==> src/rtl/blip_sched.sv <==
// Round-robin blip scheduler: arbitrates per-channel note-on requests into a small
// FIFO and plays each as a delayed, fixed-length pulse on one 4-bit output.
module blip_sched #(
  parameter int         NUM_CH     = 4,
  parameter int         FIFO_DEPTH = 4,
  parameter int         DELAY_CYC  = 1,
  parameter int         HIGH_CYC   = 4096,
  parameter int         GAP_CYC    = 4096,
  parameter logic [3:0] LEVEL      = 4'd12
) (
  input  logic                  clk,
  input  logic                  reset,
  input  logic                  en,
  input  logic [NUM_CH-1:0]     req,
  input  logic [NUM_CH*7-1:0]   req_note,
  output logic [NUM_CH-1:0]     ack,
  output logic [3:0]            blip_out,
  output logic                  busy,
  output logic [2:0]            cur_ch,
  output logic [6:0]            cur_note
);

  localparam int AW = (FIFO_DEPTH > 1) ? $clog2(FIFO_DEPTH) : 1;
  localparam int CW = AW + 1;
  localparam logic [CW-1:0] FULL_CNT = CW'(FIFO_DEPTH);

  // Zero-length phases are stretched to one cycle so the sequencer never stalls.
  localparam int D_EFF = (DELAY_CYC < 1) ? 1 : DELAY_CYC;
  localparam int H_EFF = (HIGH_CYC < 1) ? 1 : HIGH_CYC;
  localparam int G_EFF = (GAP_CYC < 1) ? 1 : GAP_CYC;
  localparam logic [19:0] DELAY_LD = 20'(D_EFF - 1);
  localparam logic [19:0] HIGH_LD  = 20'(H_EFF - 1);
  localparam logic [19:0] GAP_LD   = 20'(G_EFF - 1);

  typedef enum logic [1:0] {
    S_IDLE  = 2'd0,
    S_DELAY = 2'd1,
    S_HIGH  = 2'd2,
    S_GAP   = 2'd3
  } state_t;

  state_t                state_q, state_d;
  logic [19:0]           cnt_q, cnt_d;
  logic [NUM_CH-1:0]     ack_q, ack_d;
  logic [3:0]            blip_q, blip_d;
  logic [2:0]            cur_ch_q, cur_ch_d;
  logic [6:0]            cur_note_q, cur_note_d;
  logic [2:0]            ptr_q, ptr_d;
  logic [AW-1:0]         wr_ptr_q, wr_ptr_d;
  logic [AW-1:0]         rd_ptr_q, rd_ptr_d;
  logic [CW-1:0]         count_q, count_d;
  logic [9:0]            mem_q [FIFO_DEPTH];

  logic [6:0]            note_arr [8];
  logic [7:0]            req_ok_pad;
  logic [7:0]            grant_onehot;
  logic [3:0]            cand_idx;
  logic                  grant_found;
  logic [2:0]            grant_idx;
  logic                  push;
  logic                  pop;
  logic                  fifo_nempty;
  logic [9:0]            head_entry;
  logic [2:0]            head_ch;
  logic [6:0]            head_note;

  // Padded to eight lanes so a 3-bit channel index always selects in range.
  for (genvar gi = 0; gi < 8; gi++) begin : g_note
    if (gi < NUM_CH) begin : g_real
      assign note_arr[gi] = req_note[7*gi +: 7];
    end else begin : g_pad
      assign note_arr[gi] = 7'd0;
    end
  end

  // A channel acked last cycle may still be asserting req; it is masked here.
  always_comb begin
    req_ok_pad  = 8'(req & ~ack_q);
    grant_found = 1'b0;
    grant_idx   = 3'd0;
    cand_idx    = 4'd0;
    if (en && (count_q < FULL_CNT)) begin
      for (int k = 1; k <= NUM_CH; k++) begin
        cand_idx = {1'b0, ptr_q} + 4'(k);
        if (cand_idx >= 4'(NUM_CH)) begin
          cand_idx = cand_idx - 4'(NUM_CH);
        end
        if (!grant_found && req_ok_pad[cand_idx[2:0]]) begin
          grant_found = 1'b1;
          grant_idx   = cand_idx[2:0];
        end
      end
    end
  end

  always_comb begin
    grant_onehot = 8'd1 << grant_idx;
    push         = grant_found;
    ack_d        = grant_found ? grant_onehot[NUM_CH-1:0] : '0;
    ptr_d        = grant_found ? grant_idx : ptr_q;
  end

  assign fifo_nempty = (count_q != '0);
  assign head_entry  = mem_q[rd_ptr_q];
  assign head_ch     = head_entry[9:7];
  assign head_note   = head_entry[6:0];

  always_ff @(posedge clk) begin
    if (push) begin
      mem_q[wr_ptr_q] <= {grant_idx, note_arr[grant_idx]};
    end
  end

  always_comb begin
    wr_ptr_d = push ? (wr_ptr_q + AW'(1)) : wr_ptr_q;
    rd_ptr_d = pop ? (rd_ptr_q + AW'(1)) : rd_ptr_q;
    count_d  = count_q;
    if (push && !pop) begin
      count_d = count_q + CW'(1);
    end else if (pop && !push) begin
      count_d = count_q - CW'(1);
    end
  end

  // Sequencer; everything holds while en is low.
  always_comb begin
    state_d    = state_q;
    cnt_d      = cnt_q;
    cur_ch_d   = cur_ch_q;
    cur_note_d = cur_note_q;
    pop        = 1'b0;
    if (en) begin
      case (state_q)
        S_IDLE: begin
          if (fifo_nempty) begin
            pop        = 1'b1;
            cur_ch_d   = head_ch;
            cur_note_d = head_note;
            cnt_d      = DELAY_LD;
            state_d    = S_DELAY;
          end
        end
        S_DELAY, S_HIGH: begin
          if (fifo_nempty && (head_ch == cur_ch_q)) begin
            // Same channel struck again before its pulse finished: restart it.
            pop        = 1'b1;
            cur_note_d = head_note;
            cnt_d      = DELAY_LD;
            state_d    = S_DELAY;
          end else if (cnt_q == 20'd0) begin
            if (state_q == S_DELAY) begin
              cnt_d   = HIGH_LD;
              state_d = S_HIGH;
            end else begin
              cnt_d   = GAP_LD;
              state_d = S_GAP;
            end
          end else begin
            cnt_d = cnt_q - 20'd1;
          end
        end
        S_GAP: begin
          if (cnt_q == 20'd0) begin
            state_d = S_IDLE;
          end else begin
            cnt_d = cnt_q - 20'd1;
          end
        end
        default: begin
          state_d = S_IDLE;
        end
      endcase
    end
  end

  // Output level follows the next state, so it returns to LEVEL as soon as en resumes.
  assign blip_d = (en && (state_d == S_HIGH)) ? LEVEL : 4'd0;

  always_ff @(posedge clk) begin
    if (reset) begin
      state_q    <= S_IDLE;
      cnt_q      <= 20'd0;
      ack_q      <= '0;
      blip_q     <= 4'd0;
      cur_ch_q   <= 3'd0;
      cur_note_q <= 7'd0;
      ptr_q      <= 3'd0;
      wr_ptr_q   <= '0;
      rd_ptr_q   <= '0;
      count_q    <= '0;
    end else begin
      state_q    <= state_d;
      cnt_q      <= cnt_d;
      ack_q      <= ack_d;
      blip_q     <= blip_d;
      cur_ch_q   <= cur_ch_d;
      cur_note_q <= cur_note_d;
      ptr_q      <= ptr_d;
      wr_ptr_q   <= wr_ptr_d;
      rd_ptr_q   <= rd_ptr_d;
      count_q    <= count_d;
    end
  end

  assign ack      = ack_q;
  assign blip_out = blip_q;
  assign cur_ch   = cur_ch_q;
  assign cur_note = cur_note_q;
  assign busy     = (state_q != S_IDLE) || fifo_nempty;

endmodule
==> config.mk <==
export PLATFORM = sky130hd
export DESIGN_NAME = blip_sched
export DESIGN_NICKNAME = d
export VERILOG_FILES = /design/src/rtl/blip_sched.sv
export SDC_FILE = /design/constraint.sdc
export NUM_CORES = 1
export LEC_CHECK = 0
export BUFFER_PORTS_ARGS = -buffer_cell sky130_fd_sc_hd__buf_2
export CAP_MARGIN = 15
export CORE_MARGIN = 3
export CORE_UTILIZATION = 48
export CTS_BUF_LIST = sky130_fd_sc_hd__clkbuf_2 sky130_fd_sc_hd__clkbuf_4 sky130_fd_sc_hd__clkbuf_8
export DETAILED_ROUTE_END_ITERATION = 6
export PLACE_DENSITY = 0.7
export SLEW_MARGIN = 0
export SYNTH_ARGS = -nofsm -noshare
export SYNTH_HDL_FRONTEND = slang
export SYNTH_SLANG_ARGS = --single-unit
==> constraint.sdc <==
create_clock -name clk -period 4.5 [get_ports clk]
set_clock_uncertainty 0.2 [all_clocks]
set_input_delay 1.125 -clock clk [delete_from_list [all_inputs] [get_ports clk]]
set_output_delay 1.125 -clock clk [all_outputs]
set_load 0.05 [all_outputs]
# Word level (Yosys, flattened, before mapping)
# Memory sizes are Yosys's and may differ from the RTL's. A register that Yosys moved wholly into a read port is not among the register bits.
# Cells that the tools add are included.
# totals
in_bits	35
out_inout_bits	19
ram_bits	40
reg_bits	50
wordCells	130
n_memories	1
# memory_table
name	words	word_bits	rd	rd_ports_with_merged_regs	write_ports	line	rtl
mem_q	4	10	1	1	1	52	logic [9:0] mem_q [FIFO_DEPTH];
# classes
n_lt_le_gt_ge	10
n_eq_ne	8
bitwise	4
n_mux	58
reduce_logical	25
addsub	13
n_shift	1
# ops
operator	count
2-to-1 mux 20 bit	4
one-hot mux 20 bit (3 select lines)	1
2-to-1 mux 3 bit	15
2-to-1 mux 7 bit	4
binary-select mux 7 bit (select 3 bit)	1
logical NOT 20 bit	1
subtractor 20 x 1 -> 20 bit, second input constant	1
2-to-1 mux 1 bit	18
greater-or-equal comparator 4 x 3 -> 1 bit, second input constant	4
< comparator 3 x 4 -> 1 bit, second input constant	4
2-to-1 mux 2 bit	7
one-hot mux 7 bit (2 select lines)	1
binary-select mux 1 bit (select 3 bit)	4
subtractor 3 bit, second input constant	4
adder 3 x 2 -> 4 bit, second input constant	2
bitwise AND 4 x 8 -> 8 bit	1
logical AND 1 bit	8
inverter 4 -> 8 bit	1
equality test 2 bit, second input constant	3
!= test 2 bit, second input constant	3
one-hot mux 2 bit (3 select lines)	1
AND reduction 3 bit	2
nonzero test 2 bit	3
logical NOT 1 bit	5
other kinds (19)	21

# Depth between registers and ports, before layout
# depth
ltp_word	24
ltp_mapped	15

# Worst setup path before layout
# No wires, ideal clock.
# synth_path
kind	input to register
startpoint	input port req[3]
endpoint	register count_q[2]
n_path_buf	1
path_slack_ps	705
required_time_ps	4230
t_arrival_ps	3525
cell_stages	12
setup_ps	70
cell_sequence	nor2b_1 > mux2i_1 > a211o_1 > a41o_2 > inv_2 > clkbuf_1 > ha_1 > inv_1 > fa_1 > xor2_1 > or3_1 > a21oi_1
# synth_between
elab_chain_cells	20
elab_cells_between_ends	28
# synth_rtl
item	line	rtl
from (decl)	14	input logic [NUM_CH-1:0] req,
bitwise AND 4 x 8 -> 8 bit *	78	req_ok_pad = 8'(req & ~ack_q);
binary-select mux 1 bit (select 3 bit)	88	if (!grant_found && req_ok_pad[cand_idx[2:0]]) begin
2-to-1 mux 1 bit (implied by the code)	88	
2-to-1 mux 1 bit	88	
2-to-1 mux 1 bit	82	if (en && (count_q < FULL_CNT)) begin
logical NOT 1 bit	88	
logical AND 1 bit	88	
2-to-1 mux 1 bit	88	
[5 not listed]	--	
logical NOT 1 bit	88	
logical AND 1 bit	88	
2-to-1 mux 1 bit *	88	
2-to-1 mux 1 bit *	82	
via grant_found	58	logic grant_found;
logical NOT 1 bit	120	end else if (pop && !push) begin
logical AND 1 bit	120	
nonzero test 2 bit (no source line)	--	
to (signal assigned)	201	count_q <= count_d;
to (decl)	51	logic [CW-1:0] count_q, count_d;
# The timed path passes the listed nets; every way through them passes the cells marked *. The select of a mux whose other input is x is not followed.
# A chain may end at the register's enable or synchronous reset.

# Worst setup path after layout
# layout_path
startpoint	register ptr_q[0]
endpoint	memory mem_q[1][6], data pin
# layout_between
elab_chain_cells	24
elab_cells_between_ends	49
# layout_rtl
item	line	rtl
from (decl)	48	logic [2:0] ptr_q, ptr_d;
from (signal assigned)	198	ptr_q <= ptr_d;
adder 3 x 1 -> 4 bit	84	cand_idx = {1'b0, ptr_q} + 4'(k);
greater-or-equal comparator 4 x 3 -> 1 bit or subtractor 3 bit (tied branches)	85, 86	
2-to-1 mux 3 bit	85	if (cand_idx >= 4'(NUM_CH)) begin
2-to-1 mux 3 bit	82	
binary-select mux 1 bit (select 3 bit)	88	
2-to-1 mux 1 bit (implied by the code)	88	
2-to-1 mux 1 bit	88	
2-to-1 mux 1 bit	82	
[7 not listed]	--	
2-to-1 mux 1 bit	82	
logical NOT 1 bit	88	
logical AND 1 bit	88	
2-to-1 mux 3 bit *	88	
2-to-1 mux 3 bit *	82	
inverter 3 -> 4 bit (implied by the code) *	110	mem_q[wr_ptr_q] <= {grant_idx, note_arr[grant_idx]};
binary-select mux 7 bit (select 3 bit) *	110	
2-to-1 mux 7 bit (implied by the code) * (2 in series)	110	
to (decl)	52	
# Every way passes the cells marked *; elsewhere a longest branch is shown, timed or not. The select of a mux whose other input is x is not followed.

==> results.cfg <==
[worst_hold_path]
hold_depth = 2
hp-start = cnt_q[11]
hold_end = cnt_q[11]
hold_path.class = reg2reg

[placed_design]
numPortBuffers = 51
finalWeightedCongestion = 0.884
dp_hpwl_um = 6730
dpl.cell_count = 581

[clock_tree]
cts_tree = done
post_cts_resized = 0
cts_buffers = 9
cts_sinks = 89
ctsLongestPathBuffers = 2
post_cts_buffers = 0
clk_pin_slew_worst_paths_ps = 100
root_buffer = clkbuf_8
cts_hold_buf = 0
worstSkewPairLatency_ps = 370
htree_num_levels = 3

[floorplanning]
die_x_um = 104
die-area_sq_mm = 0.0108
num_io_pins = 54
core_sq_mm = 0.00928
die_y_um = 104
num_rows = 35
start_util = 0.497

[global_routing]
grt_pass1_wl_um = 15300
track_usage = 0.175
first_global_vias = 3138
grt_antenna_before_repair = 0
grt_max_degree = 29
grt_overflow = 0

[sta]
drv_slew = 0
setup_violations = 0
tns_ps = 0
finalHoldViolCount = 0
rsz0062_at_grt = false
maxSlewHeadroom = 0.520
worst_pin_slew_ps = 720
max_freq_mhz = 268
layout_min_cycle_time_ps = 3730
period_share = 0.830

[layout]
final_net_count = 511
syn_to_final_growth_pct = 11.4
final-instance-count-excl-fill = 597
antenna_cells = 0
drive_gt1_frac = 0.218

[drt]
wl_met3_um = 457
drcViolationCount = 0
wl_met1_um = 4020
route.detailed.vias_per_inst = 5.63
wl_per_cell_um = 15.7
routed.top_layer = met4
dr.pass1.iters = 4
drt_wl_total_um = 9390
drt_iter0_drc = 159
ant_nets = 0
vias = 3363
wl_met2_um = 4810

[critical_path]
worstPathBufferInverterCount = 1
critPathMaxStageDelay_ps = 690
critPathKind = reg2reg
r2r_start = ptr_q[0]
rr_endpoint = mem_q[1][6]
cp-end-kind = flip-flop
worst-endpoint-arrival_ps = 3630
cp_max_fo = 11
critical_path.cell_chain = inv_2, ha_1, and3b_1, a21oi_1, a2bb2oi_1, o311a_4, o31ai_4, mux4_1
cpLargestDelayFamily = compound AO/OA/AOI/OAI gates
reg2reg_depth = 8
slowest_stage = mux4_1
critPathLaunchType = flip-flop
cp.required_ps = 4390
reg2reg_slack_ps = 770

[pwr]
p_leak_nw = 1.99
power_frac_comb = 0.525
cellPowerDensity_mw_per_mm2 = 757
power_switching_share = 0.449
ir_worst_vdd_uv = 276
p_switching_mw = 1.75
internal_power_mw = 2.15
seq_power_share = 0.335
pwr-share-clk = 0.140

[synth]
synth_flop_cell = dfxtp_1
synth_edf_count = 40
synth.area.top_cells = edfxtp_1 (26%), dfxtp_1 (21%), mux4_2 (5.9%)
synth_top_area_cell = edfxtp_1
async_reset_ff_frac = 0
ys_ff_latch = 89
synthesis.area_sq_mm = 0.00462
yosys.area.top_type_share = 0.260
syn-mean-instance-area_sq_um = 11.2
synth.most_common_cell = dfxtp_1
yosysUniqueCellTypes = 74
ys_warn_count = 0
yosys-top-cells-count = dfxtp_1 (49), edfxtp_1 (40), nor2_1 (39), nand2_1 (31), a21oi_1 (19)
syn_inst = 414
ys_seq_area_frac = 0.473

[status]
status = completed

[flow_run]
maxCapViolations = 0
## state kept, by name, summed over array words and instances (netlist names), named ones only
name / cells
count_q: 3
state_q: 2
wr_ptr_q: 2
cnt_q: 20
cur_note: 7
mem_q: 40
ack: 4
rd_ptr_q: 2
ptr_q: 3
blip_out: 1
cur_ch: 3
## per-stage QoR
stage	setup WS (ps)	hold slack, ps	power, mW	cell area, sq um	utilization
6_report	766	290	3.90	5140	0.554
5_1_grt	598	322	4.19	5140	0.554
4_1_cts	757	298	3.92	5140	0.554
3_5_place_dp	551	281	3.36	4950	0.533
3_3_place_gp	683	264	3.30	4950	0.533
2_1_floorplan	705	246	2.96	4640	-
## area by class of cell
class	count	area (sq um)
Tap cell	129	161
Inverter	18	67.6
Multi-Input combinational cell	292	2270
Fill cell	814	4140
Clock inverter	7	72.6
Timing Repair Buffer	53	270
Clock buffer	9	124
Sequential cell	89	2180
## routing by layer
layer	track usage	vias to the layer above
li1	-	1636
met1	0.212	1639
met2	0.306	80
met3	0.0304	8
met4	0.0731	0
met5	0	-
## how the worst max path moves through the flow
| stage | startpoint | end | slack (ps) | depth (start not counted) |
|---|---|---|---|---|
| after floorplan | req[3] | count_q[2] | 700 | 12 |
| after global placement | req[2] | mem_q[0][6] | 680 | 7 |
| after detailed placement | req[3] | count_q[2] | 550 | 12 |
| after CTS | ptr_q[0] | mem_q[1][6] | 760 | 8 |
| after global routing | ptr_q[0] | count_q[2] | 600 | 13 |
| final | ptr_q[0] | mem_q[1][6] | 770 | 8 |
## cell usage in the layout, fill, tap and decap left out, types with 4 or more instances in the layout
master and n:
nor3_1 13, nand4_1 5, and3b_1 4, ha_1 12, a21oi_1 19, o21ai_0 18
nor2b_1 5, nand2_1 31, dfxtp_1 49, mux4_1 5, a31oi_1 8, nor2_1 39
xor2_1 10, inv_1 16, o21a_1 5, edfxtp_1 40, mux2i_1 10, nor4_1 7
nand3_1 9, conb_1 6, mux4_2 12, or3_1 6, and2_1 6, buf_2 51
clkbuf_8 9
## worst register-to-register path, cell delays in order, from the launching register on
cell	delay, ps
dfxtp_1	580
inv_2	150
ha_1	440
and3b_1	210
a21oi_1	60
a2bb2oi_1	200
o311a_4	340
o31ai_4	590
mux4_1	700
## cells by family (layout without fill, tap and decap cells)
| family | Yosys count | after routing | synth area share |
|---|---|---|---|
| adder cells (fa/ha/maj) | 13 | 13 | 0.0369 |
| buffers and inverters | 38 | 87 | 0.0404 |
| flip-flops | 89 | 89 | 0.473 |
| AND/OR/NAND/NOR | 149 | 149 | 0.176 |
| other | 1 | 6 | 0.000812 |
| AO/OA/AOI/OAI | 82 | 82 | 0.132 |
| multiplexers | 27 | 27 | 0.109 |
| XOR/XNOR | 15 | 15 | 0.0333 |
## power groups by stage
| stage | sequential, mW | combinational (mW) | clock, mW |
|---|---|---|---|
| after detailed placement | 1.33 | 2.03 | 0 |
| after global placement | 1.32 | 1.98 | 0 |
| final | 1.31 | 2.05 | 0.544 |
| after floorplan | 1.37 | 1.60 | 0 |
| after CTS | 1.31 | 2.05 | 0.557 |
| after global routing | 1.34 | 2.26 | 0.590 |
No activity file was read; power rests on OpenSTA's default activity.
